[src/rtl/rvic_axil_aligner_pkg.sv]
`default_nettype none
// ============================================================================
// Module : rvic_axil_aligner_pkg
// Brief  : Shared states, response codes and legality helper for the aligner
// Rev    : 1.0
// ============================================================================
package rvic_axil_aligner_pkg;

    typedef enum logic [3:0] {
        IDLE     = 4'd0,
        WR_ISSUE = 4'd1,
        RD_ISSUE = 4'd2,
        WR_RESP  = 4'd3,
        RD_RESP  = 4'd4,
        W_ERR    = 4'd5,
        R_ERR    = 4'd6,
        B_HOLD   = 4'd7,
        R_HOLD   = 4'd8
    } state_e;

    typedef enum logic {
        RR_WRITE = 1'b0,
        RR_READ  = 1'b1
    } rr_e;

    localparam logic [1:0] RESP_OKAY   = 2'b00;
    localparam logic [1:0] RESP_SLVERR = 2'b10;

    // Only the low address bits matter: the widest legal access is 8 bytes.
    function automatic logic size_legal(input logic [2:0] addr_lo, input logic [2:0] size);
        logic ok;
        case (size)
            3'd0:    ok = 1'b1;
            3'd1:    ok = (addr_lo[0] == 1'b0);
            3'd2:    ok = (addr_lo[1:0] == 2'b00);
            3'd3:    ok = (addr_lo == 3'b000);
            default: ok = 1'b0;
        endcase
        return ok;
    endfunction

endpackage
`default_nettype wire

[src/rtl/rvic_axil_aligner_if.sv]
`default_nettype none
// ============================================================================
// Module : rvic_axil_if
// Brief  : AXI-lite bundle (with size side-band) plus slave/master views
// Rev    : 1.0
// ============================================================================
interface rvic_axil_if #(
    parameter int AddrWidth = 64,
    parameter int DataWidth = 64
);
    logic [AddrWidth-1:0]   awaddr;
    logic [2:0]             awsize;
    logic                   awvalid;
    logic                   awready;
    logic [DataWidth-1:0]   wdata;
    logic [DataWidth/8-1:0] wstrb;
    logic                   wvalid;
    logic                   wready;
    logic [AddrWidth-1:0]   araddr;
    logic [2:0]             arsize;
    logic                   arvalid;
    logic                   arready;
    logic [DataWidth-1:0]   rdata;
    logic [1:0]             rresp;
    logic                   rvalid;
    logic                   rready;
    logic [1:0]             bresp;
    logic                   bvalid;
    logic                   bready;

    modport slave (
        input  awaddr, awsize, awvalid, wdata, wstrb, wvalid,
        input  araddr, arsize, arvalid, rready, bready,
        output awready, wready, arready, rdata, rresp, rvalid, bresp, bvalid
    );

    modport master (
        output awaddr, awsize, awvalid, wdata, wstrb, wvalid,
        output araddr, arsize, arvalid, rready, bready,
        input  awready, wready, arready, rdata, rresp, rvalid, bresp, bvalid
    );
endinterface
`default_nettype wire

[src/rtl/rvic_axil_aligner_slot.sv]
`default_nettype none
// ============================================================================
// Module : rvic_axil_slot
// Brief  : One-entry valid/ready register slice; ready held low through reset
// Rev    : 1.0
// ============================================================================
module rvic_axil_slot #(
    parameter type T = logic
) (
    input  logic clk,
    input  logic rst_n,
    input  logic in_valid,
    output logic in_ready,
    input  T     in_data,
    output logic full,
    output T     data,
    input  logic pop
);
    logic full_q, full_d;
    logic en_q, en_d;
    T     data_q, data_d;

    always_comb begin
        full_d = full_q;
        data_d = data_q;
        en_d   = 1'b1;
        if (pop) begin
            full_d = 1'b0;
        end
        if (in_valid && in_ready) begin
            full_d = 1'b1;
            data_d = in_data;
        end
    end

    always_ff @(posedge clk or negedge rst_n) begin
        if (!rst_n) begin
            full_q <= 1'b0;
            data_q <= '0;
            en_q   <= 1'b0;
        end else begin
            full_q <= full_d;
            data_q <= data_d;
            en_q   <= en_d;
        end
    end

    assign in_ready = en_q && !full_q;
    assign full     = full_q;
    assign data     = data_q;

endmodule
`default_nettype wire

[src/rtl/rvic_axil_aligner.sv]
`default_nettype none
// ============================================================================
// Module : rvic_axil_aligner
// Brief  : Buffers AW/W/AR, issues AW+W jointly, one transaction in flight
// Rev    : 1.0
// ============================================================================
module rvic_axil_aligner
    import rvic_axil_aligner_pkg::*;
#(
    parameter int AddrWidth = 64,
    parameter int DataWidth = 64
) (
    input  logic              clk,
    input  logic              rst_n,
    rvic_axil_if.slave        s_axi,
    rvic_axil_if.master       m_axi,
    output logic [2:0]        w_reqbuf_size,
    output logic [2:0]        r_reqbuf_size
);
    typedef struct packed {
        logic [AddrWidth-1:0] addr;
        logic [2:0]           size;
    } addr_req_t;

    typedef struct packed {
        logic [DataWidth-1:0]   data;
        logic [DataWidth/8-1:0] strb;
    } wdat_t;

    addr_req_t aw_in, aw_req, ar_in, ar_req;
    wdat_t     w_in, w_req;
    logic      aw_full, w_full, ar_full;
    logic      aw_pop, w_pop, ar_pop;

    assign aw_in = '{addr: s_axi.awaddr, size: s_axi.awsize};
    assign ar_in = '{addr: s_axi.araddr, size: s_axi.arsize};
    assign w_in  = '{data: s_axi.wdata, strb: s_axi.wstrb};

    rvic_axil_slot #(.T(addr_req_t)) u_aw_slot (
        .clk(clk), .rst_n(rst_n),
        .in_valid(s_axi.awvalid), .in_ready(s_axi.awready), .in_data(aw_in),
        .full(aw_full), .data(aw_req), .pop(aw_pop)
    );

    rvic_axil_slot #(.T(wdat_t)) u_w_slot (
        .clk(clk), .rst_n(rst_n),
        .in_valid(s_axi.wvalid), .in_ready(s_axi.wready), .in_data(w_in),
        .full(w_full), .data(w_req), .pop(w_pop)
    );

    rvic_axil_slot #(.T(addr_req_t)) u_ar_slot (
        .clk(clk), .rst_n(rst_n),
        .in_valid(s_axi.arvalid), .in_ready(s_axi.arready), .in_data(ar_in),
        .full(ar_full), .data(ar_req), .pop(ar_pop)
    );

    state_e               state_q, state_d;
    rr_e                  rr_last_q, rr_last_d;
    logic [2:0]           w_size_q, w_size_d;
    logic [2:0]           r_size_q, r_size_d;
    logic [1:0]           resp_q, resp_d;
    logic [DataWidth-1:0] rdata_q, rdata_d;
    logic                 wr_cand, rd_cand, grant_wr, grant_rd;

    always_comb begin
        state_d   = state_q;
        rr_last_d = rr_last_q;
        w_size_d  = w_size_q;
        r_size_d  = r_size_q;
        resp_d    = resp_q;
        rdata_d   = rdata_q;
        aw_pop    = 1'b0;
        w_pop     = 1'b0;
        ar_pop    = 1'b0;
        wr_cand   = aw_full && w_full;
        rd_cand   = ar_full;
        grant_wr  = wr_cand && (!rd_cand || (rr_last_q == RR_READ));
        grant_rd  = rd_cand && !grant_wr;

        case (state_q)
            IDLE: begin
                // Round-robin pointer only moves when both sides contend.
                if (grant_wr) begin
                    if (rd_cand) rr_last_d = RR_WRITE;
                    if (size_legal(aw_req.addr[2:0], aw_req.size)) begin
                        state_d  = WR_ISSUE;
                        w_size_d = aw_req.size;
                    end else begin
                        state_d = W_ERR;
                    end
                end else if (grant_rd) begin
                    if (wr_cand) rr_last_d = RR_READ;
                    if (size_legal(ar_req.addr[2:0], ar_req.size)) begin
                        state_d  = RD_ISSUE;
                        r_size_d = ar_req.size;
                    end else begin
                        state_d = R_ERR;
                    end
                end
            end
            WR_ISSUE: begin
                if (m_axi.awready && m_axi.wready) begin
                    aw_pop  = 1'b1;
                    w_pop   = 1'b1;
                    state_d = WR_RESP;
                end
            end
            RD_ISSUE: begin
                if (m_axi.arready) begin
                    ar_pop  = 1'b1;
                    state_d = RD_RESP;
                end
            end
            WR_RESP: begin
                if (m_axi.bvalid) begin
                    resp_d  = m_axi.bresp;
                    state_d = B_HOLD;
                end
            end
            RD_RESP: begin
                if (m_axi.rvalid) begin
                    resp_d  = m_axi.rresp;
                    rdata_d = m_axi.rdata;
                    state_d = R_HOLD;
                end
            end
            W_ERR: begin
                aw_pop  = 1'b1;
                w_pop   = 1'b1;
                resp_d  = RESP_SLVERR;
                state_d = B_HOLD;
            end
            R_ERR: begin
                ar_pop  = 1'b1;
                resp_d  = RESP_SLVERR;
                rdata_d = '0;
                state_d = R_HOLD;
            end
            B_HOLD: begin
                if (s_axi.bready) state_d = IDLE;
            end
            R_HOLD: begin
                if (s_axi.rready) state_d = IDLE;
            end
            default: state_d = IDLE;
        endcase
    end

    always_ff @(posedge clk or negedge rst_n) begin
        if (!rst_n) begin
            state_q   <= IDLE;
            rr_last_q <= RR_READ;
            w_size_q  <= 3'd0;
            r_size_q  <= 3'd0;
            resp_q    <= RESP_OKAY;
            rdata_q   <= '0;
        end else begin
            state_q   <= state_d;
            rr_last_q <= rr_last_d;
            w_size_q  <= w_size_d;
            r_size_q  <= r_size_d;
            resp_q    <= resp_d;
            rdata_q   <= rdata_d;
        end
    end

    logic wr_issue, rd_issue, b_hold, r_hold;
    assign wr_issue = (state_q == WR_ISSUE);
    assign rd_issue = (state_q == RD_ISSUE);
    assign b_hold   = (state_q == B_HOLD);
    assign r_hold   = (state_q == R_HOLD);

    assign m_axi.awvalid = wr_issue;
    assign m_axi.awaddr  = wr_issue ? aw_req.addr : '0;
    assign m_axi.awsize  = wr_issue ? w_size_q : 3'd0;
    assign m_axi.wvalid  = wr_issue;
    assign m_axi.wdata   = wr_issue ? w_req.data : '0;
    assign m_axi.wstrb   = wr_issue ? w_req.strb : '0;
    assign m_axi.arvalid = rd_issue;
    assign m_axi.araddr  = rd_issue ? ar_req.addr : '0;
    assign m_axi.arsize  = rd_issue ? r_size_q : 3'd0;
    assign m_axi.bready  = (state_q == WR_RESP);
    assign m_axi.rready  = (state_q == RD_RESP);

    assign s_axi.bvalid  = b_hold;
    assign s_axi.bresp   = b_hold ? resp_q : RESP_OKAY;
    assign s_axi.rvalid  = r_hold;
    assign s_axi.rresp   = r_hold ? resp_q : RESP_OKAY;
    assign s_axi.rdata   = r_hold ? rdata_q : '0;

    // Registered sizes stay put after the slot frees, through the response.
    assign w_reqbuf_size = w_size_q;
    assign r_reqbuf_size = r_size_q;

endmodule
`default_nettype wire
[src/flat_wrapper.sv]
// flat-port wrapper written by rule: the top's interface ports become plain ports
module rvic_axil_aligner_flat import rvic_axil_aligner_pkg::*;
#(
    parameter int AddrWidth = 64,
    parameter int DataWidth = 64
)
  (clk, rst_n, w_reqbuf_size, r_reqbuf_size, s_axi_awaddr, s_axi_awsize, s_axi_awvalid, s_axi_wdata, s_axi_wstrb, s_axi_wvalid, s_axi_araddr, s_axi_arsize, s_axi_arvalid, s_axi_rready, s_axi_bready, s_axi_awready, s_axi_wready, s_axi_arready, s_axi_rdata, s_axi_rresp, s_axi_rvalid, s_axi_bresp, s_axi_bvalid, m_axi_awaddr, m_axi_awsize, m_axi_awvalid, m_axi_wdata, m_axi_wstrb, m_axi_wvalid, m_axi_araddr, m_axi_arsize, m_axi_arvalid, m_axi_rready, m_axi_bready, m_axi_awready, m_axi_wready, m_axi_arready, m_axi_rdata, m_axi_rresp, m_axi_rvalid, m_axi_bresp, m_axi_bvalid);
  rvic_axil_if #(.AddrWidth(AddrWidth), .DataWidth(DataWidth)) s_axi_i ();
  rvic_axil_if #(.AddrWidth(AddrWidth), .DataWidth(DataWidth)) m_axi_i ();
  input  logic clk;
  input  logic rst_n;
  output logic [2:0] w_reqbuf_size;
  output logic [2:0] r_reqbuf_size;
  input wire logic [$bits(s_axi_i.awaddr)-1:0] s_axi_awaddr;
  input wire logic [$bits(s_axi_i.awsize)-1:0] s_axi_awsize;
  input wire logic [$bits(s_axi_i.awvalid)-1:0] s_axi_awvalid;
  input wire logic [$bits(s_axi_i.wdata)-1:0] s_axi_wdata;
  input wire logic [$bits(s_axi_i.wstrb)-1:0] s_axi_wstrb;
  input wire logic [$bits(s_axi_i.wvalid)-1:0] s_axi_wvalid;
  input wire logic [$bits(s_axi_i.araddr)-1:0] s_axi_araddr;
  input wire logic [$bits(s_axi_i.arsize)-1:0] s_axi_arsize;
  input wire logic [$bits(s_axi_i.arvalid)-1:0] s_axi_arvalid;
  input wire logic [$bits(s_axi_i.rready)-1:0] s_axi_rready;
  input wire logic [$bits(s_axi_i.bready)-1:0] s_axi_bready;
  output wire logic [$bits(s_axi_i.awready)-1:0] s_axi_awready;
  output wire logic [$bits(s_axi_i.wready)-1:0] s_axi_wready;
  output wire logic [$bits(s_axi_i.arready)-1:0] s_axi_arready;
  output wire logic [$bits(s_axi_i.rdata)-1:0] s_axi_rdata;
  output wire logic [$bits(s_axi_i.rresp)-1:0] s_axi_rresp;
  output wire logic [$bits(s_axi_i.rvalid)-1:0] s_axi_rvalid;
  output wire logic [$bits(s_axi_i.bresp)-1:0] s_axi_bresp;
  output wire logic [$bits(s_axi_i.bvalid)-1:0] s_axi_bvalid;
  output wire logic [$bits(m_axi_i.awaddr)-1:0] m_axi_awaddr;
  output wire logic [$bits(m_axi_i.awsize)-1:0] m_axi_awsize;
  output wire logic [$bits(m_axi_i.awvalid)-1:0] m_axi_awvalid;
  output wire logic [$bits(m_axi_i.wdata)-1:0] m_axi_wdata;
  output wire logic [$bits(m_axi_i.wstrb)-1:0] m_axi_wstrb;
  output wire logic [$bits(m_axi_i.wvalid)-1:0] m_axi_wvalid;
  output wire logic [$bits(m_axi_i.araddr)-1:0] m_axi_araddr;
  output wire logic [$bits(m_axi_i.arsize)-1:0] m_axi_arsize;
  output wire logic [$bits(m_axi_i.arvalid)-1:0] m_axi_arvalid;
  output wire logic [$bits(m_axi_i.rready)-1:0] m_axi_rready;
  output wire logic [$bits(m_axi_i.bready)-1:0] m_axi_bready;
  input wire logic [$bits(m_axi_i.awready)-1:0] m_axi_awready;
  input wire logic [$bits(m_axi_i.wready)-1:0] m_axi_wready;
  input wire logic [$bits(m_axi_i.arready)-1:0] m_axi_arready;
  input wire logic [$bits(m_axi_i.rdata)-1:0] m_axi_rdata;
  input wire logic [$bits(m_axi_i.rresp)-1:0] m_axi_rresp;
  input wire logic [$bits(m_axi_i.rvalid)-1:0] m_axi_rvalid;
  input wire logic [$bits(m_axi_i.bresp)-1:0] m_axi_bresp;
  input wire logic [$bits(m_axi_i.bvalid)-1:0] m_axi_bvalid;
  assign s_axi_i.awaddr = s_axi_awaddr;
  assign s_axi_i.awsize = s_axi_awsize;
  assign s_axi_i.awvalid = s_axi_awvalid;
  assign s_axi_i.wdata = s_axi_wdata;
  assign s_axi_i.wstrb = s_axi_wstrb;
  assign s_axi_i.wvalid = s_axi_wvalid;
  assign s_axi_i.araddr = s_axi_araddr;
  assign s_axi_i.arsize = s_axi_arsize;
  assign s_axi_i.arvalid = s_axi_arvalid;
  assign s_axi_i.rready = s_axi_rready;
  assign s_axi_i.bready = s_axi_bready;
  assign s_axi_awready = s_axi_i.awready;
  assign s_axi_wready = s_axi_i.wready;
  assign s_axi_arready = s_axi_i.arready;
  assign s_axi_rdata = s_axi_i.rdata;
  assign s_axi_rresp = s_axi_i.rresp;
  assign s_axi_rvalid = s_axi_i.rvalid;
  assign s_axi_bresp = s_axi_i.bresp;
  assign s_axi_bvalid = s_axi_i.bvalid;
  assign m_axi_awaddr = m_axi_i.awaddr;
  assign m_axi_awsize = m_axi_i.awsize;
  assign m_axi_awvalid = m_axi_i.awvalid;
  assign m_axi_wdata = m_axi_i.wdata;
  assign m_axi_wstrb = m_axi_i.wstrb;
  assign m_axi_wvalid = m_axi_i.wvalid;
  assign m_axi_araddr = m_axi_i.araddr;
  assign m_axi_arsize = m_axi_i.arsize;
  assign m_axi_arvalid = m_axi_i.arvalid;
  assign m_axi_rready = m_axi_i.rready;
  assign m_axi_bready = m_axi_i.bready;
  assign m_axi_i.awready = m_axi_awready;
  assign m_axi_i.wready = m_axi_wready;
  assign m_axi_i.arready = m_axi_arready;
  assign m_axi_i.rdata = m_axi_rdata;
  assign m_axi_i.rresp = m_axi_rresp;
  assign m_axi_i.rvalid = m_axi_rvalid;
  assign m_axi_i.bresp = m_axi_bresp;
  assign m_axi_i.bvalid = m_axi_bvalid;
  rvic_axil_aligner #(.AddrWidth(AddrWidth), .DataWidth(DataWidth)) u_core (.clk(clk), .rst_n(rst_n), .s_axi(s_axi_i), .m_axi(m_axi_i), .w_reqbuf_size(w_reqbuf_size), .r_reqbuf_size(r_reqbuf_size));
endmodule
[config.mk]
export PLATFORM = sky130hd
export DESIGN_NAME = rvic_axil_aligner_flat
export DESIGN_NICKNAME = d
export VERILOG_FILES = /design/src/rtl/rvic_axil_aligner_pkg.sv /design/src/rtl/rvic_axil_aligner_if.sv /design/src/rtl/rvic_axil_aligner_slot.sv /design/src/rtl/rvic_axil_aligner.sv /design/src/flat_wrapper.sv
export SDC_FILE = /design/constraint.sdc
export NUM_CORES = 1
export LEC_CHECK = 0
export ABC_AREA = 1
export CORE_UTILIZATION = 25
export CTS_CLUSTER_SIZE = 30
export DETAILED_ROUTE_END_ITERATION = 8
export PLACE_DENSITY = 0.65
export SETUP_SLACK_MARGIN = 0.02
export SYNTH_ARGS = -nofsm -noshare
export SYNTH_HDL_FRONTEND = slang
export SYNTH_SLANG_ARGS = --single-unit
[constraint.sdc]
create_clock -name clk -period 1.45 [get_ports clk]
set_input_delay 0.29 -clock clk [delete_from_list [all_inputs] [get_ports clk]]
set_output_delay 0.29 -clock clk [all_outputs]
set_load 0.03 [all_outputs]
==> flow_summary.yaml <==
die:
  core_region_area_sq_mm: 0.0506
  die_area_sq_mm: 0.0526
  row_count: 82
  io_pins: 576
  die_width_um: 229
  fp.dieH_um: 229
  initial_core_util: 0.255
sta:
  hold_violations: 0
  setup_viol_count_final: 369
  post-route-worst-setup-slack_ns: -0.842
  min_period_ns: 2.29
  fin_crit_sh: 1.58
  hold_ws_ns: 0.232
  rsz0062_at_grt: "true"
  slew_viol_final: 0
  skew_ns: 0.0113
  fmax_ghz: 0.436
place:
  io_buffers: 575
  gp_congestion: 0.886
  hpwl_um: 36200
  dpl_cell_area_sq_mm: 0.0216
layout:
  diodes: 0
  final_area_sq_mm: 0.0241
  nets: 2573
  area_delta_synth_final_pct: 86.3
  num-fill-cells: 4610
  drive_above_1_share: 0.353
detailed_routing:
  vias: 13100
  routed_wl_um: 50100
  wire_per_inst_um: 16.8
  detail-route-antenna-nets: 0
  viasPerCell: 4.40
  drc: 0
  dr.pass1.iters: 5
  drt-initial-drc-count: 535
grt:
  antenna_found_initial: 0
  grt_usage: 0.179
  grt_pass1_wl_um: 74000
  grt_pass1_vias: 13300
  gr-total-overflow: 0
  grt_max_degree: 66
power:
  power_frac_comb: 0.532
  power.total_mw: 46.4
  power.switching_mw: 20.1
  vdd_drop_max_mv: 1.09
  powerDensity_mw_per_mm2: 1930
  p_clk_frac: 0.191
  p_int_mw: 26.4
  total_leakage_power_nw: 11.3
  sw_frac_of_total: 0.432
  power_frac_seq: 0.276
clock_network:
  clkTransAtPathRegs_ns: 0.06
  ctsLongestPathBuffers: 3
  cts_tree: "yes"
  htree_levels: 2
  cts.sinks: 287
  cts_inserted_buffers: 36
  ctsRootBufferMaster: "clkbuf_16"
  insertion_delay_ns: 0.54
run_status:
  outcome: "complete, but fails checks"
  violations: "negative setup slack"
yosys:
  syn_area_sq_mm: 0.0129
  avgSynthCellArea_sq_um: 8.04
  synth.distinct_cells: 23
  yosysWarnings: 0
  syn_inst: 1606
  ys_seq_area_frac: 0.556
  syn_nets: 1892
  ys_seq_elements: 287
critical_path:
  crit_fanout: 10
  path_buf_inv: 4
  path_cells: "nor2_4 > buf_12 > nand2_8 > buf_6 > buf_16 > nor2_1 > buf_4"
  critPathRequiredTime_ns: 1.16
  max_stage_delay_ns: 0.44
  arrival_ns: 2.00
  cp-start-kind: "register"
  worst-setup-path-type: "register to output port"
  reg2regPathDepth: 11
  cp_slowest_cell: "dfrtp_2"
  crit_family: "buffers and inverters"
  endpoint_kind: "output port"
  cp_num_cells: 7
run:
  max_cap_violations: 0
min_path:
  hp-class: "input pin to asynchronous set/reset pin"
[path summary, 6_finish.rpt]
kind | from | endpoint | slack [ns]
worst min register to register | u_core.resp_q[1] | u_core.resp_q[1] | 0.49
min in group clk | s_axi_wdata[49] | u_core.u_w_slot.data[57] | 0.32
worst min-delay path | rst_n | u_core.u_ar_slot.data[8] | 0.23
worst max register to register | u_core.state_q[2] | u_core.w_reqbuf_size[0] | -0.30
max in group asynchronous | rst_n | u_core.u_aw_slot.data[24] | 0.45
worst max-delay path | u_core.state_q[2] | m_axi_wdata[24] | -0.84
[cell usage after synthesis (all sizes together)]
cell type / n / share of area
nand2: 53 / 0.016
nor3: 1 / 0.00077
o22ai: 66 / 0.032
a21oi: 202 / 0.078
nand3: 11 / 0.0043
mux2: 4 / 0.0035
nor2: 500 / 0.15
buf: 59 / 0.029
nand3b: 1 / 0.00058
dfrtp: 286 / 0.55
clkbuf: 41 / 0.012
conb: 1 / 0.00029
dfstp: 1 / 0.0020
inv: 300 / 0.087
o21ai: 79 / 0.031
xor2: 1 / 0.00068
[layout by cell type (no fill, tap or decap), types with 2 or more instances in the layout]
cell	count
buf_6	108
nor2_2	14
inv_1	296
buf_4	283
clkbuf_8	10
clkdlybuf4s50_1	288
nand2_1	43
inv_6	3
nor2_4	267
buf_8	5
mux2_2	4
dfrtp_2	2
a21oi_1	202
clkbuf_1	5
nand2_4	3
nand2_8	5
buf_16	8
nand2_2	4
nand3_1	11
inv_2	3
clkinv_4	2
o21ai_0	78
o22ai_1	66
clkinv_2	3
nor2_1	219
dfrtp_1	284
clkbuf_16	47
clkinvlp_4	2
buf_12	38
[sequential cells by signal, summed over array words and instances (netlist names), 2 cells and up]
name	cells
u_core.u_aw_slot.data	67
u_core.w_reqbuf_size	3
u_core.state_q	4
u_core.u_w_slot.data	72
u_core.resp_q	2
u_core.rdata_q	64
u_core.r_reqbuf_size	3
u_core.u_ar_slot.data	67
[per-stage QoR]
stage / setup WS, ns / util / setup TNS, ns / std cells
floorplan: -0.326 / - / -29.67 / 1606
global placement: -0.356 / 0.427 / -79.19 / 2889
detailed placement: -0.393 / 0.427 / -87.53 / 2889
CTS: -0.883 / 0.458 / -240.45 / 2962
global route: -0.904 / 0.476 / -275.17 / 2983
finish: -0.842 / 0.476 / -233.71 / 2983
[layout make-up]
cell class	instances	area, sq um	area share
inverter	300	1130	0.0470
timing repair buffer	741	7540	0.313
clock buffer	52	1080	0.0450
clock inverter	10	96.3	0.00400
multi-input combinational	921	6190	0.257
sequential	287	7190	0.299
tap	672	841	0.0349
[metal layers]
metal | GRT usage | part of all wire | up-vias
met4 | 0.0542 | 0.027 | 0
li1 | - | - | 6299
met2 | 0.317 | 0.50 | 488
met1 | 0.212 | 0.40 | 6253
met5 | 0 | 0 | -
met3 | 0.0438 | 0.065 | 73
[logic make-up (layout without fill, tap and decap cells)]
logic type	count (synthesis)	count (layout)	synth area share
simple gates	566	568	0.170
buf+inv	400	1103	0.128
compound gates	347	347	0.141
flops	287	287	0.556
mux	4	4	0.00349
other cells	1	1	0.000290
xor+xnor	1	1	0.000678
[repair_timing]
item | 4_1_cts | 5_1_grt
cloned | 4 | 15
endpoints found under the hold margin | 170 | 0
pin swaps | 4 | 8
resized for setup | 51 | 147
setup buffers | 7 | 6
hold buffers | 1 | 0
endpoints found under the setup margin | 392 | 524
[power by group through the flow]
| stage | Clock [mW] | Combinational, mW | Sequential (mW) |
|---|---|---|---|
| after global routing | 9.43 | 26.6 | 13.2 |
| after detailed placement | 0 | 22.2 | 12.9 |
| after CTS | 9.10 | 23.1 | 12.8 |
| after floorplan | 0 | 14.8 | 12.7 |
| final | 8.89 | 24.7 | 12.8 |
| after global placement | 0 | 21.8 | 12.8 |
(Power assumes the default switching activity.)
